===== config.mk =====
export PLATFORM = sky130hd
export DESIGN_NAME = io_seg_display
export DESIGN_NICKNAME = d
export VERILOG_FILES = /design/src/rtl/io_seg_display.sv
export SDC_FILE = /design/constraint.sdc
export NUM_CORES = 1
export LEC_CHECK = 0
export CORE_ASPECT_RATIO = 1.5
export CORE_MARGIN = 2
export CORE_UTILIZATION = 55
export DETAILED_ROUTE_END_ITERATION = 7
export PLACE_DENSITY = 0.81
export SYNTH_ARGS = -nofsm -noshare
export SYNTH_HDL_FRONTEND = slang
export SYNTH_SLANG_ARGS = --single-unit

===== constraint.sdc =====
create_clock -name clock -period 4 [get_ports clock]
set_clock_uncertainty 0.15 [all_clocks]
set_input_delay 0.6 -clock clock [delete_from_list [all_inputs] [get_ports clock]]
set_output_delay 0.6 -clock clock [all_outputs]
set_load 0.01 [all_outputs]

===== src/rtl/io_seg_display.sv =====
// io_seg_display: memory-mapped 8-digit multiplexed 7-segment display controller
module io_seg_display #(
  parameter int SCAN_DIV    = 50000,
  parameter int BLINK_TICKS = 500
) (
  input  logic        clock,
  input  logic        reset,
  input  logic        SegCtrl,
  input  logic        ioWrite,
  input  logic        ioRead,
  input  logic [2:0]  addr_low,
  input  logic [31:0] write_data,
  output logic [15:0] io_rdata,
  output logic [7:0]  seg_out,
  output logic [7:0]  seg_en
);
  localparam int DW = $clog2(SCAN_DIV);
  localparam int BW = $clog2(BLINK_TICKS + 1);
  localparam logic [DW-1:0] DIV_LAST = DW'(SCAN_DIV - 1);
  localparam logic [BW-1:0] BLK_LAST = BW'(BLINK_TICKS - 1);
  localparam logic [6:0] HEX [16] = '{7'h40, 7'h79, 7'h24, 7'h30, 7'h19, 7'h12, 7'h02, 7'h78,
                                      7'h00, 7'h10, 7'h08, 7'h03, 7'h46, 7'h21, 7'h06, 7'h0E};
  logic [31:0]   data_q;
  logic [9:0]    ctrl_q;
  logic [DW-1:0] div_q;
  logic [BW-1:0] blk_q;
  logic [2:0]    idx_q;
  logic          phase_q;
  logic [7:0]    seg_en_q, seg_out_q, seg_en_d, seg_out_d;
  logic          tick, wr, rd, lz, blank;
  logic [3:0]    nib;
  assign tick     = div_q == DIV_LAST;
  assign wr       = SegCtrl & ioWrite;
  assign rd       = SegCtrl & ioRead;
  assign seg_en   = seg_en_q;
  assign seg_out  = seg_out_q;
  // Combinational readback; returns register contents before any same-cycle write
  always_comb begin
    io_rdata = !rd                ? 16'h0 :
               addr_low == 3'd0   ? data_q[15:0] :
               addr_low == 3'd2   ? data_q[31:16] :
               addr_low == 3'd4   ? {6'b0, ctrl_q} : 16'h0;
  end
  // Blanking and segment decode for the digit currently being scanned
  always_comb begin
    nib       = data_q[{idx_q, 2'b00} +: 4];
    lz        = (data_q >> {idx_q, 2'b00}) == 32'd0;
    blank     = !ctrl_q[idx_q] | (ctrl_q[8] & phase_q) | (ctrl_q[9] & (idx_q != 3'd0) & lz);
    seg_en_d  = blank ? 8'hFF : ~(8'b1 << idx_q);
    seg_out_d = blank ? 8'hFF : {1'b1, HEX[nib]};
  end
  // Register file, scan/blink timers and registered display outputs
  always_ff @(posedge clock or posedge reset) begin
    if (reset) begin
      data_q    <= 32'h0;
      ctrl_q    <= 10'h0FF;
      div_q     <= '0;
      blk_q     <= '0;
      idx_q     <= 3'd0;
      phase_q   <= 1'b0;
      seg_en_q  <= 8'hFF;
      seg_out_q <= 8'hFF;
    end else begin
      if (wr && addr_low == 3'd0) data_q <= write_data;
      if (wr && addr_low == 3'd4) ctrl_q <= write_data[9:0];
      div_q <= tick ? '0 : div_q + 1'b1;
      if (tick) begin
        idx_q   <= idx_q + 3'd1;
        blk_q   <= blk_q == BLK_LAST ? '0 : blk_q + 1'b1;
        phase_q <= phase_q ^ (blk_q == BLK_LAST);
      end
      seg_en_q  <= seg_en_d;
      seg_out_q <= seg_out_d;
    end
  end
endmodule

==> results of run 1 <==
==> metrics by stage <==
step                      cell area, um^2  hold slack (ns)
after global routing                 5860            0.359
after CTS                            5860            0.338
final                                5860            0.333
after floorplan                      4780            0.305
after global placement               5560            0.322
after detailed placement             5560            0.330
==> path summary, 6_finish.rpt <==
path                                      start                endpoint  slack, ns  cells after the start
min reg2reg                  div_q[0]$_DFF_PP0_      div_q[0]$_DFF_PP0_       0.33                      1
min in group asynchronous                 reset  data_q[20]$_DFFE_PP0P_       0.62                      2
min                          div_q[0]$_DFF_PP0_      div_q[0]$_DFF_PP0_       0.33                      1
max                        idx_q[0]$_DFFE_PP0N_    seg_out[2]$_DFF_PP1_       0.65                     10
max in group asynchronous                 reset    seg_out[4]$_DFF_PP1_       2.28                      3
max reg2reg                idx_q[0]$_DFFE_PP0N_    seg_out[2]$_DFF_PP1_       0.65                     10
==> cells by family after synthesis <==
family                   share of synthesized area, %
buffers and inverters                            4.16
multiplexers                                     17.6
other                                          0.0785
AO/OA/AOI/OAI                                    7.72
adder cells (fa/ha/maj)                          3.67
flip-flops                                       45.6
XOR/XNOR                                         4.03
AND/OR/NAND/NOR                                  17.1
==> report_power, final <==
group | switching [W] | internal (W)
clock | 0.000318 | 0.000517
sequential | 0.000172 | 0.00104
combinational | 0.000261 | 0.000313
==> worst reg2reg max path, cell delays in order, from the launching register on <==
cell and delay, ns:
dfrtp_1 0.69, mux4_2 0.58, nand2_1 0.08, nand2_1 0.14, inv_1 0.16, ha_1 0.21
o2111ai_1 0.11, or4_4 0.44, nor4_4 0.29, o22ai_2 0.25, o221ai_1 0.16
==> routing by layer <==
metal | global-route usage [%] | up-vias
li1 | - | 1725
met3 | 4.35 | 22
met4 | 10.8 | 0
met1 | 32.8 | 1884
met2 | 41.7 | 123
met5 | 0 | -
==> area by class of cell <==
type	count	area [um^2]	area share, %
Clock buffer	13	260	4.44
Clock inverter	3	42.5	0.726
Inverter	21	80.1	1.37
Multi-Input combinational cell	315	2400	41.0
Sequential cell	86	2180	37.2
Tap cell	107	134	2.28
Timing Repair Buffer	78	761	13.0
==> layout by cell type (no fill, tap or decap), types with 3 or more instances in the layout <==
master / count
nor2_1: 42
nor4_1: 9
xnor2_1: 7
nand2_1: 30
mux2_2: 45
dfstp_2: 23
and3_1: 3
o22ai_1: 12
clkbuf_16: 9
a21oi_1: 4
xor2_1: 15
inv_1: 18
dfrtp_1: 63
a22o_1: 3
nor2b_1: 13
nand3_1: 15
mux4_2: 8
o21ai_0: 15
ha_1: 14
clkdlybuf4s50_1: 70
nand2b_1: 3
mux2i_1: 14
nand4_1: 4
nor3_1: 17
o221ai_1: 5
buf_4: 8
o211ai_1: 3
or3_1: 3
and4_1: 4
==> registers in the layout, summed over array words and instances (netlist names) <==
register and count:
blk_q 9, seg_out 7, phase_q 1, seg_en 8
ctrl_q 10, div_q 16, data_q 32, idx_q 3
==> metrics.txt, run 1 <==
die area 9460 um^2; final worst setup slack 0.653 ns; RSZ-0062 raised after global routing false; GRT Total Usage 25.4%; EDFF count, synth 0; CP peak stage delay 0.69 ns; Tcrit/Tclk final 83.7%; metal2 WL 5860 um; DRT Wirelength 11200 um; Slowest cell on crit path dfrtp_1; most frequent cell after synthesis dfrtp_1; pre-CTS setup slack 0.658 ns; top-area cell type share of the netlist area 33.0%; ranking of synthesized cells by area dfrtp_1 (33%), dfstp_2 (13%), mux2_2 (11%); Worst Tran Pin Value 0.944 ns; Overall Power 0.00262 W; area leader, netlist dfrtp_1; # Post-CTS Setup Buffers 0; Max Cap Violations 0; Leak Pwr 2.43 nW; Netlist Area Pre-Place 4780 um^2; die width 80.1 um; DRT iter0 DRCs 178; worst min path class reg2reg; H-Tree Depth 3; flops & latches, synth 86; Ys Warns 0; Met3 Routed Length 465 um; Vias 3754; outcome complete, no violations; # nets final 565; CP max FO 13; Final Hold Violating Endpoints 0; Placed Cells 607; vias in the first global route 3704; Buffers on Ports 70; Hold-fix buffers, CTS 0; Worst Path Required 4.09 ns; RD Place Congestion 0.937; global-route wire length before repair 18500 um; total global routing overflow 0; initial antenna violation count 0; VDD IR max 0.000392 V; pwr dens 447 nW/um^2; fin cells 623; Max Slew Vio Count 0; Synth top cells by count dfrtp_1 (63), mux2_2 (45), nor2_1 (43); CP dominant cell by count nand2_1; mean post-synth cell area 10.8 um^2; Die Y 118 um; Slew HR 37.0%; Syn Nets 498; CP delay by family, top simple AND/OR/NAND/NOR gates; Highest Signal Layer met4; fin util 69.6%; Ports 72; Tmin final 3.35 ns; proportion of layout cells with a drive suffix above 1 21.5%; ys flop type dfrtp_1; Seq/Total Area, Yosys 45.6%; Root Driver clkbuf_16; Max clock buf depth 2; CP Capture Type flip-flop; Layout fillers 644; Synth-to-Final Area Change 22.6%; Worst-path clk slew 0.06 ns; drt drc 0; f_max 299 MHz; Clock Latency Late Sink 0.34 ns; post-DP HPWL 8270 um; detail-routed via count per cell 6.03; # setup viols final 0; critical path, cell by cell mux4_2 -> nand2_1 -> nand2_1 -> inv_1 -> ha_1 -> o2111ai_1 -> or4_4 -> nor4_4 -> o22ai_2 -> o221ai_1; Cells after Synth 444; WL/cell 18.0 um; critical path startpoint category flip-flop; num rows 41; Ant. Diodes 0; Initial Utilization 56.8%; CTS Buf Count 9; # clock sinks 86; largest net degree at the start of global routing 58; placeable core region 8410 um^2; Setup CP Type reg2reg; Buf+Inv Stages, Crit Path 1; Pre-Repair DR Iteration Count 5; CTS tree yes; Yosys cell types 54; ANT nets after route 0; Synth async-reset ratio 100%; Critical Path AT 3.44 ns; total negative slack 0 ns; post-CTS sizing 0; wl on met1 4550 um
(Power assumes the default switching activity.)
==> run 2, diff against run 1 <==
CORE_UTILIZATION = 49   (was 55)
PLACE_DENSITY = 0.76   (was 0.81)
clock period = 3 ns   (was 4 ns; I/O delays follow)
==> run 2 against run 1 <==
Effect of this change:
- register-to-register slack lost 0.49 ns
- via count rose by 2.7%
- hold slack lost 0.052 ns
- critical path depth unchanged
- critical path type unchanged
- largest cell class unchanged
==> metrics.txt, run 2 (synthesis gave the netlist of run 1 again) <==
Logic pwr share 25.4%; Critical Path AT 2.93 ns; Leak Pwr 2.52 nW; die width 84.6 um; critical path startpoint category flip-flop; Setup CP Type reg2reg; Worst Path Required 3.09 ns; global-route wire length before repair 19800 um; Ports 72; proportion of layout cells with a drive suffix above 1 25.0%; Hold-fix buffers, CTS 0; Max Cap Violations 0; VDD IR max 0.000454 V; WL/cell 18.0 um; Slowest cell on crit path mux4_2; most common cell after layout, fill and taps aside clkdlybuf4s50_1; Initial Utilization 49.9%; CP peak stage delay 0.53 ns; Vias 3856; RD Place Congestion 0.945; post-DP HPWL 8670 um; initial antenna violation count 0; Pre-Repair DR Iteration Count 5; worst min path class in2async; Die Y 125 um; largest register by flop count data_q; CTS Buf Count 9; Worst Tran Pin Value 0.654 ns; largest net degree at the start of global routing 42; Final Hold Violating Endpoints 0; worst slack on hold paths 0.281 ns; Ant. Diodes 0; max reg flops 32; sequential share of power 44.3%; DRT iter0 DRCs 247; final worst setup slack 0.160 ns; GRT Total Usage 23.2%; sw frac 29.1%; Synth-to-Final Area Change 26.5%; Max clock buf depth 2; post-route design area 6040 um^2; switching power total 0.00103 W; num rows 44; CP delay by family, top simple AND/OR/NAND/NOR gates; RSZ-0062 raised after global routing false; Power Internal 0.00250 W; H-Tree Depth 3; Slew HR 56.2%; Root Driver clkbuf_16; drt drc 0; Clock Latency Late Sink 0.34 ns; pre-CTS setup slack 0.00461 ns; placeable core region 9580 um^2; ANT nets after route 0; # setup viols final 0; Buf+Inv Stages, Crit Path 1; f_max 352 MHz; DRT Wirelength 11700 um; vias in the first global route 3941; CP Capture Type flip-flop; Tcrit/Tclk final 94.7%; Clk pwr share 30.3%; commonest non-fill, non-tap cells in the layout clkdlybuf4s50_1 (70), dfrtp_1 (62), mux2_2 (45), nor2_1 (42), nand2_1 (29); Placed Area 5740 um^2; CP max FO 12; Worst-path clk slew 0.06 ns; top flop regs data_q: 32 flops, div_q: 16 flops, ctrl_q: 10 flops; die area 10600 um^2; critical path, cell by cell mux4_2 -> nand2_1 -> nand2_2 -> inv_2 -> ha_4 -> o2111ai_1 -> or4_4 -> nor4_4 -> o22ai_4 -> o211ai_1; # nets final 584; Buffers on Ports 70; CTS tree yes; detail-routed via count per cell 5.93; # clock sinks 86; Max Slew Vio Count 0; pwr dens 585 nW/um^2; fin util 63.1%; Tmin final 2.84 ns; outcome complete, no violations; total global routing overflow 0
-- run 2: cell types whose count changed in the layout (fill, tap and decap cells not counted), sizes merged --
cell | before | now
clkinvlp | 1 | 2
buf | 8 | 26
-- run 2: final cells by class --
class | count | area, um^2
well taps | 115 | 144
clock inverters | 4 | 50.0
flip-flops and latches | 86 | 2180
multi-input cells | 315 | 2430
clock buffers | 12 | 236
inverters | 21 | 80.1
fillers | 788 | 3530
repair buffers | 97 | 926
-- run 2: metal layers --
| layer | wire (um) | vias to the layer above | GRT usage [%] |
|---|---|---|---|
| met5 | 0 | - | 0 |
| met4 | 319 | 0 | 8.68 |
| met2 | 6060 | 156 | 39.5 |
| met3 | 566 | 29 | 4.03 |
| li1 | - | 1760 | - |
| met1 | 4740 | 1911 | 29.5 |
-- run 2: through the flow --
step	cells	total power, W	TNS [ns]
after global placement	632	0.00244	0
after detailed placement	632	0.00246	0
after CTS	648	0.00354	0
after floorplan	444	0.00205	-0.00929
after global routing	650	0.00370	0
final	650	0.00353	0
-- run 2: path summary, 6_finish.rpt --
check	slack [ns]	start	cells past startpoint	end
min in group clock	0.34	div_q[0]$_DFF_PP0_	1	div_q[0]$_DFF_PP0_
setup / recovery	0.16	idx_q[0]$_DFFE_PP0N_	10	seg_out[3]$_DFF_PP1_
hold reg to reg	0.34	div_q[0]$_DFF_PP0_	1	div_q[0]$_DFF_PP0_
setup reg to reg	0.16	idx_q[0]$_DFFE_PP0N_	10	seg_out[3]$_DFF_PP1_
max in group asynchronous	1.72	reset	3	seg_en[6]$_DFF_PP1_
hold / removal	0.28	reset	2	data_q[22]$_DFFE_PP0P_
-- run 2: what timing repair did --
action | CTS | global route
setup endpoints to repair | 9 | 12
gates resized for setup | 1 | 1
setup buffers | 0 | 2
-- run 2: worst register-to-register path, cell delays in order, from the launching register on --
cell and delay (ns):
dfrtp_2 0.44, mux4_2 0.53, nand2_1 0.10, nand2_2 0.10, inv_2 0.13, ha_4 0.15, o2111ai_1 0.10, or4_4 0.44
nor4_4 0.30, o22ai_4 0.17, o211ai_1 0.14
-- run 2: power by group through the flow --
stage | Clock, W | Sequential (W) | Combinational [W]
3_3_place_gp | 0 | 0.00158 | 0.000862
3_5_place_dp | 0 | 0.00158 | 0.000881
6_report | 0.00107 | 0.00157 | 0.000896
5_1_grt | 0.00114 | 0.00159 | 0.000976
4_1_cts | 0.00109 | 0.00156 | 0.000886
2_1_floorplan | 0 | 0.00155 | 0.000505
